===== src/rtl/sub_result_stage_pkg.sv =====
// Shared constants and types for the subtractor result stage.
package sub_result_stage_pkg;

    localparam int unsigned DATA_W = 4;
    localparam int unsigned FLAG_W = 4;

    localparam int unsigned FLAG_V = 3;
    localparam int unsigned FLAG_C = 2;
    localparam int unsigned FLAG_N = 1;
    localparam int unsigned FLAG_Z = 0;

    typedef struct packed {
        logic [DATA_W-1:0] diff;
        logic [FLAG_W-1:0] flags;
    } entry_t;

endpackage


===== src/rtl/sub_flags_4b.sv =====
// Combinational {V,C,N,Z} flag generation for a 4-bit subtraction x - y.
module sub_flags_4b
    import sub_result_stage_pkg::*;
(
    input  logic [DATA_W-1:0] i_x,
    input  logic [DATA_W-1:0] i_y,
    input  logic [DATA_W-1:0] i_diff,
    output logic [FLAG_W-1:0] o_flags
);

    always_comb begin
        o_flags         = '0;
        o_flags[FLAG_Z] = (i_diff == '0);
        o_flags[FLAG_N] = i_diff[DATA_W-1];
        // Borrow out of the MSB is the unsigned less-than
        o_flags[FLAG_C] = (i_x < i_y);
        o_flags[FLAG_V] = (i_x[DATA_W-1] != i_y[DATA_W-1]) &&
                          (i_diff[DATA_W-1] != i_x[DATA_W-1]);
    end

endmodule


===== src/rtl/sub_result_stage.sv =====
// Valid/ready FIFO buffering subtractor results with their flags.
// Optional sticky overflow flag enabled by macro SUB_STAGE_STICKY_EN.
module sub_result_stage
    import sub_result_stage_pkg::*;
#(
    parameter int unsigned DEPTH = 2
) (
    input  logic                     clk,
    input  logic                     rst,
    input  logic                     in_valid,
    output logic                     in_ready,
    input  logic [DATA_W-1:0]        in_x,
    input  logic [DATA_W-1:0]        in_y,
    input  logic [DATA_W-1:0]        in_diff,
    output logic                     out_valid,
    input  logic                     out_ready,
    output logic [DATA_W-1:0]        out_diff,
    output logic [FLAG_W-1:0]        out_flags,
`ifdef SUB_STAGE_STICKY_EN
    input  logic                     clr_sticky,
    output logic                     sticky_v,
`endif
    output logic [$clog2(DEPTH):0]   count
);

    localparam int unsigned PW = $clog2(DEPTH);
    localparam int unsigned CW = PW + 1;
    localparam logic [CW-1:0] DEPTH_C = CW'(DEPTH);

    entry_t          r_mem [DEPTH];
    logic [PW-1:0]   r_wr_ptr;
    logic [PW-1:0]   r_rd_ptr;
    logic [CW-1:0]   r_count;

    logic [FLAG_W-1:0] w_flags;
    logic              w_push;
    logic              w_pop;
    entry_t            w_head;

    sub_flags_4b u_flags (
        .i_x     (in_x),
        .i_y     (in_y),
        .i_diff  (in_diff),
        .o_flags (w_flags)
    );

    assign in_ready  = (r_count < DEPTH_C);
    assign out_valid = (r_count != '0);
    assign w_push    = in_valid && in_ready;
    assign w_pop     = out_valid && out_ready;
    assign w_head    = r_mem[r_rd_ptr];
    assign out_diff  = out_valid ? w_head.diff  : '0;
    assign out_flags = out_valid ? w_head.flags : '0;
    assign count     = r_count;

    // Storage carries no reset; occupancy alone decides what is visible
    always_ff @(posedge clk) begin
        if (!rst && w_push) begin
            r_mem[r_wr_ptr] <= '{diff: in_diff, flags: w_flags};
        end
    end

    always_ff @(posedge clk) begin
        if (rst) begin
            r_wr_ptr <= '0;
            r_rd_ptr <= '0;
            r_count  <= '0;
        end else begin
            if (w_push) begin
                r_wr_ptr <= r_wr_ptr + PW'(1);
            end
            if (w_pop) begin
                r_rd_ptr <= r_rd_ptr + PW'(1);
            end
            case ({w_push, w_pop})
                2'b10:   r_count <= r_count + CW'(1);
                2'b01:   r_count <= r_count - CW'(1);
                default: r_count <= r_count;
            endcase
        end
    end

`ifdef SUB_STAGE_STICKY_EN
    logic r_sticky_v;

    always_ff @(posedge clk) begin
        if (rst) begin
            r_sticky_v <= 1'b0;
        end else if (w_push && w_flags[FLAG_V]) begin
            r_sticky_v <= 1'b1;
        end else if (clr_sticky) begin
            r_sticky_v <= 1'b0;
        end
    end

    assign sticky_v = r_sticky_v;
`endif

endmodule


===== config.mk =====
export PLATFORM = sky130hd
export DESIGN_NAME = sub_result_stage
export DESIGN_NICKNAME = d
export VERILOG_FILES = /design/src/rtl/sub_result_stage_pkg.sv /design/src/rtl/sub_flags_4b.sv /design/src/rtl/sub_result_stage.sv
export SDC_FILE = /design/constraint.sdc
export NUM_CORES = 1
export LEC_CHECK = 0
export CAP_MARGIN = 25
export CORE_ASPECT_RATIO = 0.9
export CORE_UTILIZATION = 44
export CTS_BUF_LIST = sky130_fd_sc_hd__clkbuf_16
export DETAILED_ROUTE_END_ITERATION = 8
export PLACE_DENSITY_LB_ADDON = 0.25
export RECOVER_POWER = 50
export SYNTH_ARGS = -nofsm -noshare
export SYNTH_HDL_FRONTEND = slang
export SYNTH_SLANG_ARGS = --single-unit
export TNS_END_PERCENT = 20

===== constraint.sdc =====
create_clock -name clk -period 2.05 [get_ports clk]
set_clock_uncertainty 0.05 [all_clocks]
set_input_delay 0.205 -clock clk [delete_from_list [all_inputs] [get_ports clk]]
set_output_delay 0.205 -clock clk [all_outputs]
set_load 0.01 [all_outputs]

==> results of run 1 <==
logic make-up (layout without fill, tap and decap cells):
family                     count (synthesis)  count (layout)  synth area share [%]
and+or+nand+nor                           20              20                  10.7
DFF                                       19              19                  61.8
buffers and inverters                      8              40                  4.16
muxes                                      7               7                  8.32
AOI/OAI and AO/OA                          6               6                  3.86
xor gates and xnor gates                   5               5                  5.20
adders and majority gates                  4               4                  5.94
registers in the layout (all words and copies together), names as in the netlist, named ones only:
| signal | flops |
|---|---|
| count | 2 |
| r_mem | 14 |
| r_rd_ptr | 1 |
| r_wr_ptr | 1 |
synth_stat cells:
master    instances
xor2_1            3
o21ai_0           2
dfxtp_1           5
or3_1             1
a21oi_1           3
o21a_1            1
ha_1              4
mux2i_1           7
nor2_1           13
nand2b_1          2
nor3_1            1
nand2_1           1
edfxtp_1         14
nor3b_1           1
buf_2             1
buf_4             1
inv_1             6
nor4_1            1
xnor2_1           2
power by group through the flow:
stage | sequential [mW] | clock (mW) | combinational [mW]
3_5_place_dp | 0.565 | 0 | 0.630
2_1_floorplan | 0.539 | 0 | 0.327
6_report | 0.555 | 0.383 | 0.622
3_3_place_gp | 0.559 | 0 | 0.619
4_1_cts | 0.557 | 0.393 | 0.635
5_1_grt | 0.568 | 0.414 | 0.689
cells in the final DEF, fill, tap and decap left out, drive strengths merged:
cell | netlist | layout
clkdlybuf4s50 | 0 | 22
edfxtp | 14 | 14
nor2 | 13 | 13
mux2i | 7 | 7
inv | 6 | 6
dfxtp | 5 | 5
dlygate4sd3 | 0 | 5
ha | 4 | 4
clkbuf | 0 | 4
a21oi | 3 | 3
xor2 | 3 | 3
o21ai | 2 | 2
nand2b | 2 | 2
xnor2 | 2 | 2
buf | 2 | 2
nand2 | 1 | 1
o21a | 1 | 1
nor3b | 1 | 1
nor4 | 1 | 1
nor3 | 1 | 1
or3 | 1 | 1
clkinv | 0 | 1
worst min-delay path by stage:
stage,from,to,depth (start not counted)
4_1_cts,r_rd_ptr,flip-flop,2
2_1_floorplan,rst,count[1],1
5_1_grt,r_rd_ptr,r_rd_ptr,2
6_report,r_rd_ptr,flip-flop,2
3_3_place_gp,r_rd_ptr,r_rd_ptr,2
3_5_place_dp,r_rd_ptr,flip-flop,2
metrics by stage:
step                      instance area, µm²  power, mW  setup WS (ns)  hold slack [ns]  cells
after floorplan                          842      0.867          0.430            0.224     69
after global placement                  1150       1.18          0.345            0.457    121
after detailed placement                1150       1.19          0.278            0.445    121
after CTS                               1230       1.59          0.145            0.478    125
after global routing                    1230       1.67         0.0749            0.493    125
final                                   1230       1.56          0.176            0.473    125
layout make-up:
cell class	instances	share of cell area, %
Sequential cell	19	42.4
Timing Repair Buffer	30	23.5
Multi-Input combinational cell	42	23.3
Clock buffer	3	6.11
Tap cell	24	2.44
Inverter	6	1.83
Clock inverter	1	0.407
per-layer routing:
layer	part of all wire [%]	vias up	global-route usage, %
met1	44	267	19.7
met2	52	19	29.7
met4	0.35	0	6.67
met5	0	-	0
li1	-	302	-
met3	4.0	2	3.75
critical path, delay by kind of cell (launching register included):
| kind | cells | cell delay, ns |
|---|---|---|
| simple gates | 1 | 0.13 |
| mux | 1 | 0.14 |
| buf+inv | 1 | 0.55 |
| flops | 1 | 0.55 |
==> run metrics, run 1 <==
leading area contributor after synthesis edfxtp_1; via/cell ratio 4.72; y dimension of the die 43.5 µm; total area of multi-input combinational cells approximately 290 µm²; final-layout fill cell count approximately 130; Comb pwr share approximately two fifths; number of failing hold endpoints at the final stage 0; vias in the first global route roughly 610; CTS Buf Count 3; Worst Setup Start Kind flip-flop; peak fanout along the critical path 7; TNS Setup 0 ns; critical path capture point out_flags[2]; number of clock sinks seen by CTS 19; Residual DRC 0; clock input transition at the sequential cells of the worst setup and hold paths 0.05 ns; post-synth cell types 19; mean cell area of the mapped netlist roughly 12 µm²; sw frac slightly below 30%; initial antenna violation count 0; total grt overflow 0; dominant cells by area after synthesis edfxtp_1 (50%), dfxtp_1 (12%), mux2i_1 (8.3%), ha_1 (5.9%), nor2_1 (5.8%); data arrival time at the worst-slack endpoint between 1.5 and 2 ns; maximum root-to-sink buffer count 2; clock network latency to the later pin of the worst-skew pair ~0.24 ns; Mapped Area 842 µm²; clock tree from TritonCTS built; global routing usage summed across all routing layers ~17%; max-capacitance violation count 0; register area 520 µm²; max-slew headroom at the worst pin 73.8%; Power per Cell Area around 1300 nW/µm²; vias after detailed routing 590; sequential-to-total area share from yosys stat roughly 62%; Layout Nets between 100 and 150; number of buffer cells added on primary ports 27; Worst-Margin Slew roughly 0.39 ns; Die Area 2090 µm²; Post-Route Utilization between 70% and 80%; final max-slew violation count 0; count of yosys warnings during synthesis 0; post-cts resize count 0; Post-CTS Setup Repair Bufs 0; number of instances in the synthesized netlist between 60 and 70; switching pwr approximately 460 µW; die extent in x 48.1 µm; fmax 534 MHz; CP cell instances mux2i_1 > nor2_1 > clkdlybuf4s50_1; count of nets left with antenna violations after detail routing 0; layout overhead on the synthesized area 45.9%; end of the worst register-to-register path count[1]; H-tree lvl count 1; internal power consumption ~1.1 mW; average wire length per cell after detail routing approximately 12 µm; placeable core area 1730 µm²; total of hold buffers inserted after clock tree synthesis 0; detailed-router iteration count before antenna repair 4; unrepaired setup endpoints after global routing no; required time reported for the critical path endpoint around 1.8 ns; highest cell delay on the worst timing path approximately 0.55 ns; hpwl dp ~1.1 mm; Crit Reg-Reg Startpoint count[1]; DRC marker count from the first detailed-route iteration 8; wirelength, routed roughly 1.4 mm; wire length of the first global-routing pass 2.39 mm; result of the run completed; effective utilization at floorplan about half; Std-Cell Rows 14; largest vdd supply drop 1.01 mV; master cell of the clock root buffer clkbuf_16; Final period util 91.4%; synthesized net count 89; share of Yosys cell area claimed by the top area cell type between 40% and 50%; number of top-level pins 28; sort of element at the end of the critical path primary output; synthesized flop and latch total 19; type of the worst setup path reg2out; leak pwr about 0.47 nW; clock group share of total power approximately a quarter; pin count of the biggest net entering global routing 12; Reg power frac a little over a third; type of the most critical hold path reg2reg; final setup violation count 0; worst setup slack for register-to-register paths ~0.36 ns; number of cells on the worst reg-to-reg path 5; layout cells sized above 1 between 5 and 6%; global placement routability congestion 0.864; n_diodes 0; final period demand of the worst path about 1.9 ns; slowest cell on the critical path dfxtp_1
No activity file was read; power rests on OpenSTA's default activity.
==> run 2, diff against run 1 <==
- GPL_TIMING_DRIVEN: not set -> 0
==> run 2 against run 1 <==
  * Sequential share of layout area unchanged
  * Final cell count unchanged
  * Sequential power down 3%
  * Clock power up 1%
  * Via count up 0.85%
  * Largest cell class unchanged
==> run metrics, run 2 (synthesized netlist as in run 1, its figures left out) <==
H-tree lvl count 1 (unchanged); effective utilization at floorplan 48.6% (unchanged); count of nets left with antenna violations after detail routing 0 (unchanged); largest reg by FF count r_mem (unchanged); number of failing hold endpoints at the final stage 0 (unchanged); met1 WL 667 µm (was 632 µm); sum of internal, switching and leakage power 1.55 mW (was 1.56 mW); met2 wirelength from detailed routing 819 µm (was 742 µm); layout overhead on the synthesized area 45.9% (unchanged); average wire length per cell after detail routing 12.5 µm (was 11.5 µm); die extent in x 48.1 µm (unchanged); layout cells sized above 1 6.93% (was 5.94%); via/cell ratio 4.76 (was 4.72); wirelength, routed 1.56 mm (was 1.44 mm); required time reported for the critical path endpoint 1.79 ns (about the same); number of buffer cells added on primary ports 27 (unchanged); Worst-Margin Slew 0.983 ns (was 0.389 ns); final setup violation count 0 (unchanged); max-slew headroom at the worst pin 34.0% (was 73.8%); clock network latency to the later pin of the worst-skew pair 0.24 ns (about the same); initial antenna violation count 0 (unchanged); result of the run completed (unchanged); commonest cells after routing, fill and taps aside clkdlybuf4s50_1 (19), edfxtp_1 (14), nor2_1 (12) (was clkdlybuf4s50_1 (22), edfxtp_1 (14), nor2_1 (13)); wire length of the first global-routing pass 2.54 mm (was 2.39 mm); Post-CTS Setup Repair Bufs 0 (unchanged); max-capacitance violation count 0 (unchanged); number of clock sinks seen by CTS 19 (unchanged); maximum root-to-sink buffer count 2 (unchanged); DRC marker count from the first detailed-route iteration 2 (was 8); Std-Cell Rows 14 (unchanged); Layout Nets 122 (unchanged); pin count of the biggest net entering global routing 11 (was 12); placeable core area 1730 µm² (unchanged); type of the worst setup path reg2out (unchanged); sort of element at the end of the critical path primary output (unchanged); leak pwr 0.479 nW (was 0.470 nW); total grt overflow 0 (unchanged); Final period util 92.3% (was 91.4%); n_diodes 0 (unchanged); Die Area 2090 µm² (unchanged); minimum setup slack in the final design 0.159 ns (was 0.176 ns); Residual DRC 0 (unchanged); peak fanout along the critical path 7 (unchanged); number of top-level pins 28 (unchanged); hpwl dp 1.10 mm (was 1.11 mm); global routing usage summed across all routing layers 17.9% (was 17.0%); vias in the first global route 577 (was 608); worst hold slack 0.471 ns (was 0.473 ns); largest vdd supply drop 0.739 mV (was 1.01 mV); unrepaired setup endpoints after global routing no (unchanged); final period demand of the worst path 1.89 ns (was 1.87 ns); Top Metal Used met4 (unchanged); global placement routability congestion 0.756 (was 0.864); number of flip-flops in the largest register 14 (unchanged); detailed-router iteration count before antenna repair 5 (was 4); type of the most critical hold path reg2reg (unchanged); y dimension of the die 43.5 µm (unchanged); Met3 Routed Length 65 µm (was 58 µm); clock tree from TritonCTS built (unchanged); Power per Cell Area 1270 nW/µm² (about the same); Worst Setup Start Kind flip-flop (unchanged); clock input transition at the sequential cells of the worst setup and hold paths 0.05 ns (about the same); CTS Buf Count 3 (unchanged); fmax 529 MHz (was 534 MHz); pre-CTS WS -0.123 ns (was 0.278 ns); vias after detailed routing 595 (was 590); master cell of the clock root buffer clkbuf_16 (unchanged); final max-slew violation count 0 (unchanged); leading cell type in the layout, fill and taps excluded clkdlybuf4s50_1 (unchanged); data arrival time at the worst-slack endpoint 1.64 ns (was 1.62 ns)
[run 2: metal layers]
| metal | GRT usage [%] | vias to the layer above |
|---|---|---|
| met5 | 0 | - |
| met4 | 5.00 | 0 |
| met3 | 4.17 | 2 |
| met2 | 30.8 | 19 |
| met1 | 21.9 | 273 |
| li1 | - | 301 |
[run 2: layout make-up]
| type | instances | area [µm²] |
|---|---|---|
| Buffer | 2 | 12.5 |
| Clock buffer | 3 | 75.1 |
| Clock inverter | 1 | 3.75 |
| Fill cell | 117 | 505 |
| Inverter | 6 | 22.5 |
| Multi-Input combinational cell | 42 | 289 |
| Sequential cell | 19 | 520 |
| Tap cell | 24 | 30.0 |
| Timing Repair Buffer | 28 | 275 |
[run 2: worst paths after layout]
path | from | endpoint | slack [ns] | depth (start not counted)
setup reg to reg | count[1] | r_mem[0][1] | 0.24 | 2
hold reg to reg | r_rd_ptr | flip-flop | 0.47 | 2
setup / recovery | flip-flop | out_flags[1] | 0.16 | 5
hold / removal | r_rd_ptr | flip-flop | 0.47 | 2
[run 2: power breakdown]
part / internal (mW) / total (mW) / leakage (nW) / switching (mW)
clock: 0.259 / 0.387 / 0.0423 / 0.128
combinational: 0.342 / 0.631 / 0.266 / 0.288
sequential: 0.488 / 0.537 / 0.170 / 0.0487
total: 1.09 / 1.55 / 0.479 / 0.465
[run 2: worst max-delay path, cell delays in order, from the launching register on]
cell and delay, ns:
dfxtp_1 0.30, buf_2 0.22, mux2i_1 0.21, nor2_1 0.06, buf_4 0.14, clkdlybuf4s50_1 0.46
[run 2: repair_timing]
| action | in CTS | in global routing |
|---|---|---|
| gates resized for setup | 1 | 0 |
| endpoints found under the setup margin | 1 | 0 |
| hold buffers | 0 | 0 |
[run 2: stage by stage]
stage | area [µm²] | TNS, ns | util [%] | std cells
2_1_floorplan | 842 | 0 | - | 69
3_3_place_gp | 1140 | -0.177 | 65.9 | 120
3_5_place_dp | 1140 | -0.862 | 65.9 | 120
4_1_cts | 1220 | 0 | 70.6 | 124
5_1_grt | 1230 | 0 | 70.9 | 125
6_report | 1230 | 0 | 70.9 | 125
